**src/rtl/key_conditioner.sv**
```systemverilog
// Piano-key conditioner: per-key 2-flop synchroniser, debounce FSM, held level and press/release strobes.
// Optional stuck-key detection is compiled in with `define KEY_COND_STUCK_DETECT_EN.
module key_conditioner #(
    parameter int N_KEYS          = 6,
    parameter int DEBOUNCE_CYCLES = 250000,
    parameter int CNT_W           = 18,
    parameter int STUCK_CYCLES    = 2**25,
    parameter int STUCK_W         = 26
) (
    input  logic              clock,
    input  logic              resetn,
    input  logic [N_KEYS-1:0] raw_keys,
    input  logic              enable,
    output logic [N_KEYS-1:0] keys_level,
    output logic [N_KEYS-1:0] press_pulse,
    output logic [N_KEYS-1:0] release_pulse,
    output logic              any_pressed,
    output logic [N_KEYS-1:0] stuck
);

    localparam logic [1:0] IDLE         = 2'd0;
    localparam logic [1:0] PRESS_WAIT   = 2'd1;
    localparam logic [1:0] HELD         = 2'd2;
    localparam logic [1:0] RELEASE_WAIT = 2'd3;

    localparam logic [CNT_W-1:0] CNT_LAST = CNT_W'(DEBOUNCE_CYCLES - 1);

    logic [N_KEYS-1:0] sync_p0;
    logic [N_KEYS-1:0] sync_p1;
    logic [1:0]        state [N_KEYS];
    logic [CNT_W-1:0]  cnt   [N_KEYS];

    // Stage p0/p1: metastability synchroniser; the FSM only ever looks at sync_p1.
    always_ff @(posedge clock or negedge resetn) begin
        if (!resetn) begin
            sync_p0       <= '0;
            sync_p1       <= '0;
            keys_level    <= '0;
            press_pulse   <= '0;
            release_pulse <= '0;
            for (int k = 0; k < N_KEYS; k++) begin
                state[k] <= IDLE;
                cnt[k]   <= '0;
            end
        end else begin
            sync_p0       <= raw_keys;
            sync_p1       <= sync_p0;
            press_pulse   <= '0;
            release_pulse <= '0;
            for (int k = 0; k < N_KEYS; k++) begin
                case (state[k])
                    IDLE: begin
                        if (sync_p1[k]) begin
                            state[k] <= PRESS_WAIT;
                            cnt[k]   <= '0;
                        end
                    end
                    PRESS_WAIT: begin
                        if (!sync_p1[k]) begin
                            state[k] <= IDLE;
                            cnt[k]   <= '0;
                        end else if (cnt[k] == CNT_LAST) begin
                            state[k]       <= HELD;
                            cnt[k]         <= '0;
                            keys_level[k]  <= 1'b1;
                            press_pulse[k] <= enable;
                        end else begin
                            cnt[k] <= cnt[k] + CNT_W'(1);
                        end
                    end
                    HELD: begin
                        if (!sync_p1[k]) begin
                            state[k] <= RELEASE_WAIT;
                            cnt[k]   <= '0;
                        end
                    end
                    RELEASE_WAIT: begin
                        if (sync_p1[k]) begin
                            state[k] <= HELD;
                            cnt[k]   <= '0;
                        end else if (cnt[k] == CNT_LAST) begin
                            state[k]         <= IDLE;
                            cnt[k]           <= '0;
                            keys_level[k]    <= 1'b0;
                            release_pulse[k] <= enable;
                        end else begin
                            cnt[k] <= cnt[k] + CNT_W'(1);
                        end
                    end
                    default: begin
                        state[k] <= IDLE;
                        cnt[k]   <= '0;
                    end
                endcase
            end
        end
    end

    assign any_pressed = |keys_level;

`ifdef KEY_COND_STUCK_DETECT_EN
    localparam logic [STUCK_W-1:0] STUCK_MAX  = STUCK_W'(STUCK_CYCLES);
    localparam logic [STUCK_W-1:0] STUCK_LAST = STUCK_W'(STUCK_CYCLES - 1);

    logic [STUCK_W-1:0] stuck_cnt [N_KEYS];
    logic [N_KEYS-1:0]  release_accept;

    always_comb begin
        release_accept = '0;
        for (int k = 0; k < N_KEYS; k++) begin
            release_accept[k] = (state[k] == RELEASE_WAIT) && !sync_p1[k] && (cnt[k] == CNT_LAST);
        end
    end

    // keys_level is high exactly in HELD/RELEASE_WAIT, so it gates the held-time count.
    always_ff @(posedge clock or negedge resetn) begin
        if (!resetn) begin
            stuck <= '0;
            for (int k = 0; k < N_KEYS; k++) begin
                stuck_cnt[k] <= '0;
            end
        end else begin
            for (int k = 0; k < N_KEYS; k++) begin
                if (release_accept[k]) begin
                    stuck_cnt[k] <= '0;
                    stuck[k]     <= 1'b0;
                end else if (keys_level[k] && (stuck_cnt[k] != STUCK_MAX)) begin
                    stuck_cnt[k] <= stuck_cnt[k] + STUCK_W'(1);
                    if (stuck_cnt[k] == STUCK_LAST) begin
                        stuck[k] <= 1'b1;
                    end
                end
            end
        end
    end
`else
    assign stuck = '0;

    // Stuck sizing parameters stay part of the interface so both builds share one instantiation.
    if (STUCK_CYCLES < 1 || STUCK_W < 1) begin : g_stuck_cfg_unused
    end
`endif

endmodule

```
**config.mk**
```make
export PLATFORM = sky130hd
export DESIGN_NAME = key_conditioner
export DESIGN_NICKNAME = d
export VERILOG_FILES = /design/src/rtl/key_conditioner.sv
export SDC_FILE = /design/constraint.sdc
export NUM_CORES = 1
export LEC_CHECK = 0
export BUFFER_PORTS_ARGS = -buffer_cell sky130_fd_sc_hd__buf_2
export CORE_MARGIN = 5
export CORE_UTILIZATION = 23
export CTS_CLUSTER_SIZE = 40
export DETAILED_ROUTE_END_ITERATION = 12
export HOLD_SLACK_MARGIN = 0.08
export PLACE_DENSITY = 0.46
export SLEW_MARGIN = 20
export SYNTH_ARGS = -nofsm -noshare
export SYNTH_HDL_FRONTEND = slang
export SYNTH_SLANG_ARGS = --single-unit
```
**constraint.sdc**
```tcl
create_clock -name clock -period 4.6 [get_ports clock]
set_input_delay 1.38 -clock clock [delete_from_list [all_inputs] [get_ports clock]]
set_output_delay 1.38 -clock clock [all_outputs]
set_load 0.005 [all_outputs]
```
==> metrics.yaml, run 1 <==
outcome:
  status: "completed"
timing:
  slew_headroom_pct: 43.6
  finalCritPeriodShare_pct: 65.8
  final-setup-viol-count: 0
  max_freq_mhz: 330
  slew_violations: 0
  tns_ns: 0
  hold_violations: 0
  fin_worst_skew_ns: 0.00623
  rsz0062_at_grt: "false"
  tightest_slew_ns: 0.839
  post-route-min-period_ns: 3.03
  setup_slack_ns: 1.57
grt:
  grt_pass1_vias: 5705
  globalRoute.busiestLayer: "met2"
  grt-ovfl-total: 0
  use_met3_pct: 2.18
  grt_pass1_wl_mm: 29.9
  grt_util_met1_pct: 13.9
  antenna_found_initial: 1
  grt_max_degree: 69
  track_usage_pct: 9.93
  met2_usage_pct: 15.0
power:
  seqPwrFrac_pct: 45.0
  switching_power_uw: 866
  cellInternalPower_uw: 2290
  p_per_area_mw_per_mm2: 363
  cellLeakagePower_uw: 0.00353
  ir_drop_mv: 0.249
  pwr-share-clk_pct: 42.9
  netSwitchingFraction_pct: 27.4
  combPwrFrac_pct: 12.1
setup_path:
  slowest_delay_ns: 0.59
  path_cells: "nor4_1 > nand2_1 > buf_2"
  cpMaxStageDelayCell: "nor4_1"
  startpoint_type: "flop"
  cp_max_fo: 4
  path_buf_inv: 1
  criticalPathCategory: "flop to primary output"
  reg2reg_depth: 6
  crit_family: "simple AND/OR/NAND/NOR gates"
  critPathCaptureType: "primary output"
  cp.depth: 3
  cp_data_arrival_time_ns: 1.65
  cp_data_required_time_ns: 3.22
detailed_routing:
  wl_mm: 17.7
  vias_per_cell: 4.81
  via_count: 6153
  drc: 0
  drtIter0Drc: 422
  post_drt_wl_per_cell_um: 13.8
  drt_pass1_iterations: 5
  ant_nets: 0
cts:
  cts_buffers: 17
  h-tree-depth: 4
  clockBufferDepth: 2
  clk_latency_ns: 0.42
  ctsResizeCount: 0
  clock-sinks: 150
  cts_setup_buffers: 0
  tritoncts: "done"
  clockRootBuffer: "clkbuf_16"
  path_clk_slew_ns: 0.06
  hold_buffers: 0
synth:
  synth_area_leaders: "dfrtp_1 49%, a31oi_1 5.3%, a21oi_1 4.8%"
  yosysSeqAreaShare_pct: 49.4
  synth_top_area_cell: "dfrtp_1"
  ys_types: 59
  avgSynthCellArea_sq_um: 9.38
  synthesis.area_sq_mm: 0.00760
  synthDominantCellAreaShare_pct: 49.4
  syn_inst: 811
  yosys-top-cells-count: "150 x dfrtp_1, 84 x nand2_1, 73 x a21oi_1"
  ys.flop_type: "dfrtp_1"
  ys_ff_latch: 150
  synth.most_common_cell: "dfrtp_1"
  synth-edff-count: 0
  yosys_warnings: 0
  synthArstFlopShare_pct: 100
floorplanning:
  die-area_sq_mm: 0.0368
  core-area_sq_mm: 0.0326
  die_h_um: 192
  die_x_um: 192
  ioPinCount: 34
  start_util_pct: 23.3
  rows: 66
place:
  dp_cells: 1247
  numPortBuffers: 27
  gp_congestion: 0.728
  dp_hpwl_mm: 11.7
  pre_cts_ws_ns: 1.86
run:
  max-cap-violations: 0
final_layout:
  drive_above_1_share_pct: 9.56
  layout.nets: 839
  areaGrowthSynthToFinish_pct: 14.4
  fin_cells: 1279
  diodes: 0
  nFillCells: 3448
worst_hold_path:
  hold_depth: 0
  hp-class: "flop to flop"
cell type report:
type | instances | area, sq um | share of cell area (%)
repair buffers | 32 | 191 | 2.20
multi-input cells | 600 | 3550 | 40.8
inverters | 23 | 86.3 | 0.992
flip-flops and latches | 150 | 3750 | 43.1
clock buffers | 25 | 495 | 5.69
clock inverters | 7 | 68.8 | 0.791
well taps | 442 | 553 | 6.36
sequential cells by signal (all words and copies together), names as in the netlist, named ones only:
signal and cells:
sync_p0 6, cnt 108, press_pulse 6, sync_p1 6, release_pulse 6, state 6
keys_level 6
power by group through the flow:
stage          sequential [uW]  clock (uW)  combinational [uW]
2_1_floorplan             1430           0                 300
3_3_place_gp              1450           0                 382
3_5_place_dp              1450           0                 384
4_1_cts                   1420        1400                 387
5_1_grt                   1430        1450                 433
6_report                  1420        1360                 381
cells in the final DEF (no fill, tap or decap), types with 9 or more instances in the layout:
| cell type | count |
|---|---|
| dfrtp_1 | 150 |
| nand2_1 | 84 |
| a21oi_1 | 71 |
| a31oi_1 | 64 |
| nand3_1 | 61 |
| nor2_1 | 46 |
| o21ai_0 | 36 |
| nand4_1 | 26 |
| buf_2 | 26 |
| inv_1 | 23 |
| a41oi_1 | 20 |
| and3_1 | 18 |
| nand2b_1 | 18 |
| clkbuf_16 | 17 |
| nor3_1 | 16 |
| mux2i_1 | 16 |
| nor4_1 | 12 |
| a22o_1 | 12 |
| nor2b_1 | 9 |
worst paths after layout:
kind | startpoint | endpoint | slack, ns
max | keys_level[3] | any_pressed | 1.57
min | sync_p0[0] | sync_p1[0] | 0.35
max reg2reg | cnt[72] | cnt[84] | 2.18
min reg2reg | sync_p0[0] | sync_p1[0] | 0.35
max in group asynchronous | resetn | cnt[61] | 2.81
min in group asynchronous | resetn | async pin | 0.97
kinds of logic (layout without fill, tap and decap cells):
group | after synthesis | count (layout) | synth area share, %
AND/OR/NAND/NOR | 328 | 328 | 22.6
flip-flops | 150 | 150 | 49.4
other | 1 | 6 | 0.0493
buffers and inverters | 66 | 87 | 4.29
XOR/XNOR | 10 | 10 | 1.15
adder cells (fa/ha/maj) | 6 | 6 | 0.987
multiplexers | 22 | 22 | 2.99
AO/OA/AOI/OAI | 228 | 228 | 18.5
per-layer routing:
layer,share of wire (%),routed length (um)
met1,49,8660
met2,45,7920
met3,3.9,686
met4,2.3,414
met5,0.040,7
through the flow:
stage               total power [uW]  util (%)  cell area, sq um  hold WS, ns
detailed placement              1830      24.9              8140        0.339
finish                          3160      26.7              8700        0.350
global placement                1830      24.9              8140        0.335
global route                    3320      26.7              8700        0.357
floorplan                       1730         -              7620        0.331
CTS                             3210      26.7              8700        0.353
(Power assumes the default switching activity.)
==> run 2: changes to the inputs <==
PLACE_DENSITY = 0.47   (was 0.46)
clock period = 2.6 ns   (was 4.6 ns; I/O delays follow)
==> run 2 against run 1 <==
Compared with the run above:
- first-iteration DRC count increased by 23%
- utilization increased by 0.46 points
- sequential share of layout area fell by 0.73 points
- largest power group is now clock
- routed wire length is 1.2% lower
- count of clock-buffer cells in the layout fell by 5
- global-route usage about the same
- register-to-register slack got worse by 1.9 ns
- clock skew up 0.0021 ns
==> metrics.yaml, run 2 (same netlist as run 1, synthesis figures left out) <==
cts:
  path_clk_slew_ns: 0.06  # about the same
  ctsResizeCount: 0  # unchanged
  h-tree-depth: 4  # unchanged
  hold_buffers: 0  # unchanged
  clk_latency_ns: 0.42  # about the same
  cts_setup_buffers: 0  # unchanged
  cts_buffers: 17  # unchanged
  clock-sinks: 150  # unchanged
  clockRootBuffer: "clkbuf_16"
  clockBufferDepth: 2  # unchanged
  tritoncts: "done"
power:
  pwr-share-clk_pct: 44.2  # +1.3 points
  cellLeakagePower_uw: 0.00362  # +2.3%
  seqPwrFrac_pct: 43.7  # -1.3 points
  p_per_area_mw_per_mm2: 651  # +79%
  cellInternalPower_uw: 4220  # +84%
  ir_drop_mv: 0.454  # +82%
  combPwrFrac_pct: 12.1  # about the same
  netSwitchingFraction_pct: 26.8  # -0.61 points
  switching_power_uw: 1540  # +78%
floorplanning:
  start_util_pct: 23.3  # unchanged
  core-area_sq_mm: 0.0326  # unchanged
  die_x_um: 192  # unchanged
  rows: 66  # unchanged
  ioPinCount: 34  # unchanged
  die_h_um: 192  # unchanged
  die-area_sq_mm: 0.0368  # unchanged
setup_path:
  cpMaxStageDelayCell: "dfrtp_1"
  startpoint_type: "flop"
  cp_data_arrival_time_ns: 1.55  # -0.10 ns
  slowest_delay_ns: 0.45  # -0.14 ns
  cp_data_required_time_ns: 1.82  # -1.40 ns
  critPathCaptureType: "primary output"
  path_cells: "nor4_1 > buf_4 > nand2_1 > buf_2"
  cp_max_fo: 4  # unchanged
  criticalPathCategory: "flop to primary output"
  ff2ff_setup_slack_ns: 0.30  # -1.88 ns
detailed_routing:
  wl_mm: 17.5  # -1.2%
  drt_pass1_iterations: 5  # unchanged
  ant_nets: 0  # unchanged
  vias_per_cell: 4.80  # -0.16%
  via_count: 6196  # +0.70%
  post_drt_wl_per_cell_um: 13.6  # -2.0%
  drtIter0Drc: 520  # +23%
  drc: 0  # unchanged
final_layout:
  drive_above_1_share_pct: 11.0  # +1.4 points
  top_register: "cnt"
  layout_commonest_cell: "dfrtp_1"
  final_area_sq_mm: 0.00885  # +1.7%
  areaGrowthSynthToFinish_pct: 16.4
  diodes: 0  # unchanged
  largest_reg_flops: 108  # unchanged
  layout.nets: 850  # +1.3%
  layout_common_cells: "150 x dfrtp_1, 84 x nand2_1, 71 x a21oi_1"
grt:
  grt_pass1_vias: 5787  # +1.4%
  track_usage_pct: 9.94  # about the same
  grt-ovfl-total: 0  # unchanged
  antenna_found_initial: 0  # -1
  grt_pass1_wl_mm: 29.9  # about the same
  grt_max_degree: 57  # -17%
place:
  gp_congestion: 0.766  # +5.2%
  numPortBuffers: 27  # unchanged
  postPlaceCellArea_sq_mm: 0.00824  # +1.3%
  dp_hpwl_mm: 11.9  # +2.0%
timing:
  fin_worst_skew_ns: 0.00836  # +0.00213 ns
  slew_headroom_pct: 51.6  # +8.0 points
  tns_ns: 0  # unchanged
  slew_violations: 0  # unchanged
  final-setup-viol-count: 0  # unchanged
  rsz0062_at_grt: "false"
  tightest_slew_ns: 0.726  # -0.113 ns
  whs_ns: 0.223  # -0.127 ns
  hold_violations: 0  # unchanged
  max_freq_mhz: 430
  finalCritPeriodShare_pct: 89.5
  post-route-min-period_ns: 2.33
run:
  max-cap-violations: 0  # unchanged
outcome:
  status: "completed"
worst_hold_path:
  hp-class: "input port to async pin"
run 2: cell count changes in the layout (fill, tap and decap cells not counted), sizes merged:
cell / change
clkinv: +2
buf: +11
clkinvlp: +1
bufinv: +2
clkbuf: -5
run 2: final cells by class:
type | count | area, sq um
Fill cell | 3428 | 23800
Timing Repair Buffer | 43 | 299
Multi-Input combinational cell | 600 | 3550
Sequential cell | 150 | 3750
Inverter | 23 | 86.3
Clock inverter | 12 | 150
Tap cell | 442 | 553
Clock buffer | 20 | 457
run 2: power groups by stage:
stage          registers, uW  clock network [uW]  logic (uW)
6_report                2520                2550         696
5_1_grt                 2530                2760         804
4_1_cts                 2520                2660         708
3_5_place_dp            2560                   0         706
3_3_place_gp            2560                   0         698
2_1_floorplan           2540                   0         532
run 2: critical path, delay by kind of cell, from the launching register on:
kind          cells  cell delay (ns)
flops             1             0.45
simple gates      2             0.38
buf+inv           2             0.30
run 2: routing by layer:
metal	wire [um]	global-route usage [%]
met4	210	3.15
met1	8560	13.7
met3	729	2.31
met5	0	0
met2	7990	15.4
run 2: path summary, 6_finish.rpt:
path	from	to	cells past startpoint
min in group clock	sync_p0[2]	sync_p1[2]	0
worst max register to register	cnt[18]	cnt[31]	7
max in group asynchronous	resetn	cnt[65]	2
worst max-delay path	keys_level[3]	any_pressed	4
worst min-delay path	resetn	cnt[80]	1
worst min register to register	sync_p0[2]	sync_p1[2]	0
run 2: stage by stage:
stage | power (uW) | utilization [%] | worst slack [ns] | cells
6_report | 5760 | 27.1 | 0.272 | 1290
5_1_grt | 6090 | 27.1 | 0.167 | 1290
4_1_cts | 5880 | 27.1 | 0.219 | 1290
3_5_place_dp | 3270 | 25.3 | 0.304 | 1258
3_3_place_gp | 3260 | 25.3 | 0.353 | 1258
2_1_floorplan | 3070 | - | 0.607 | 816
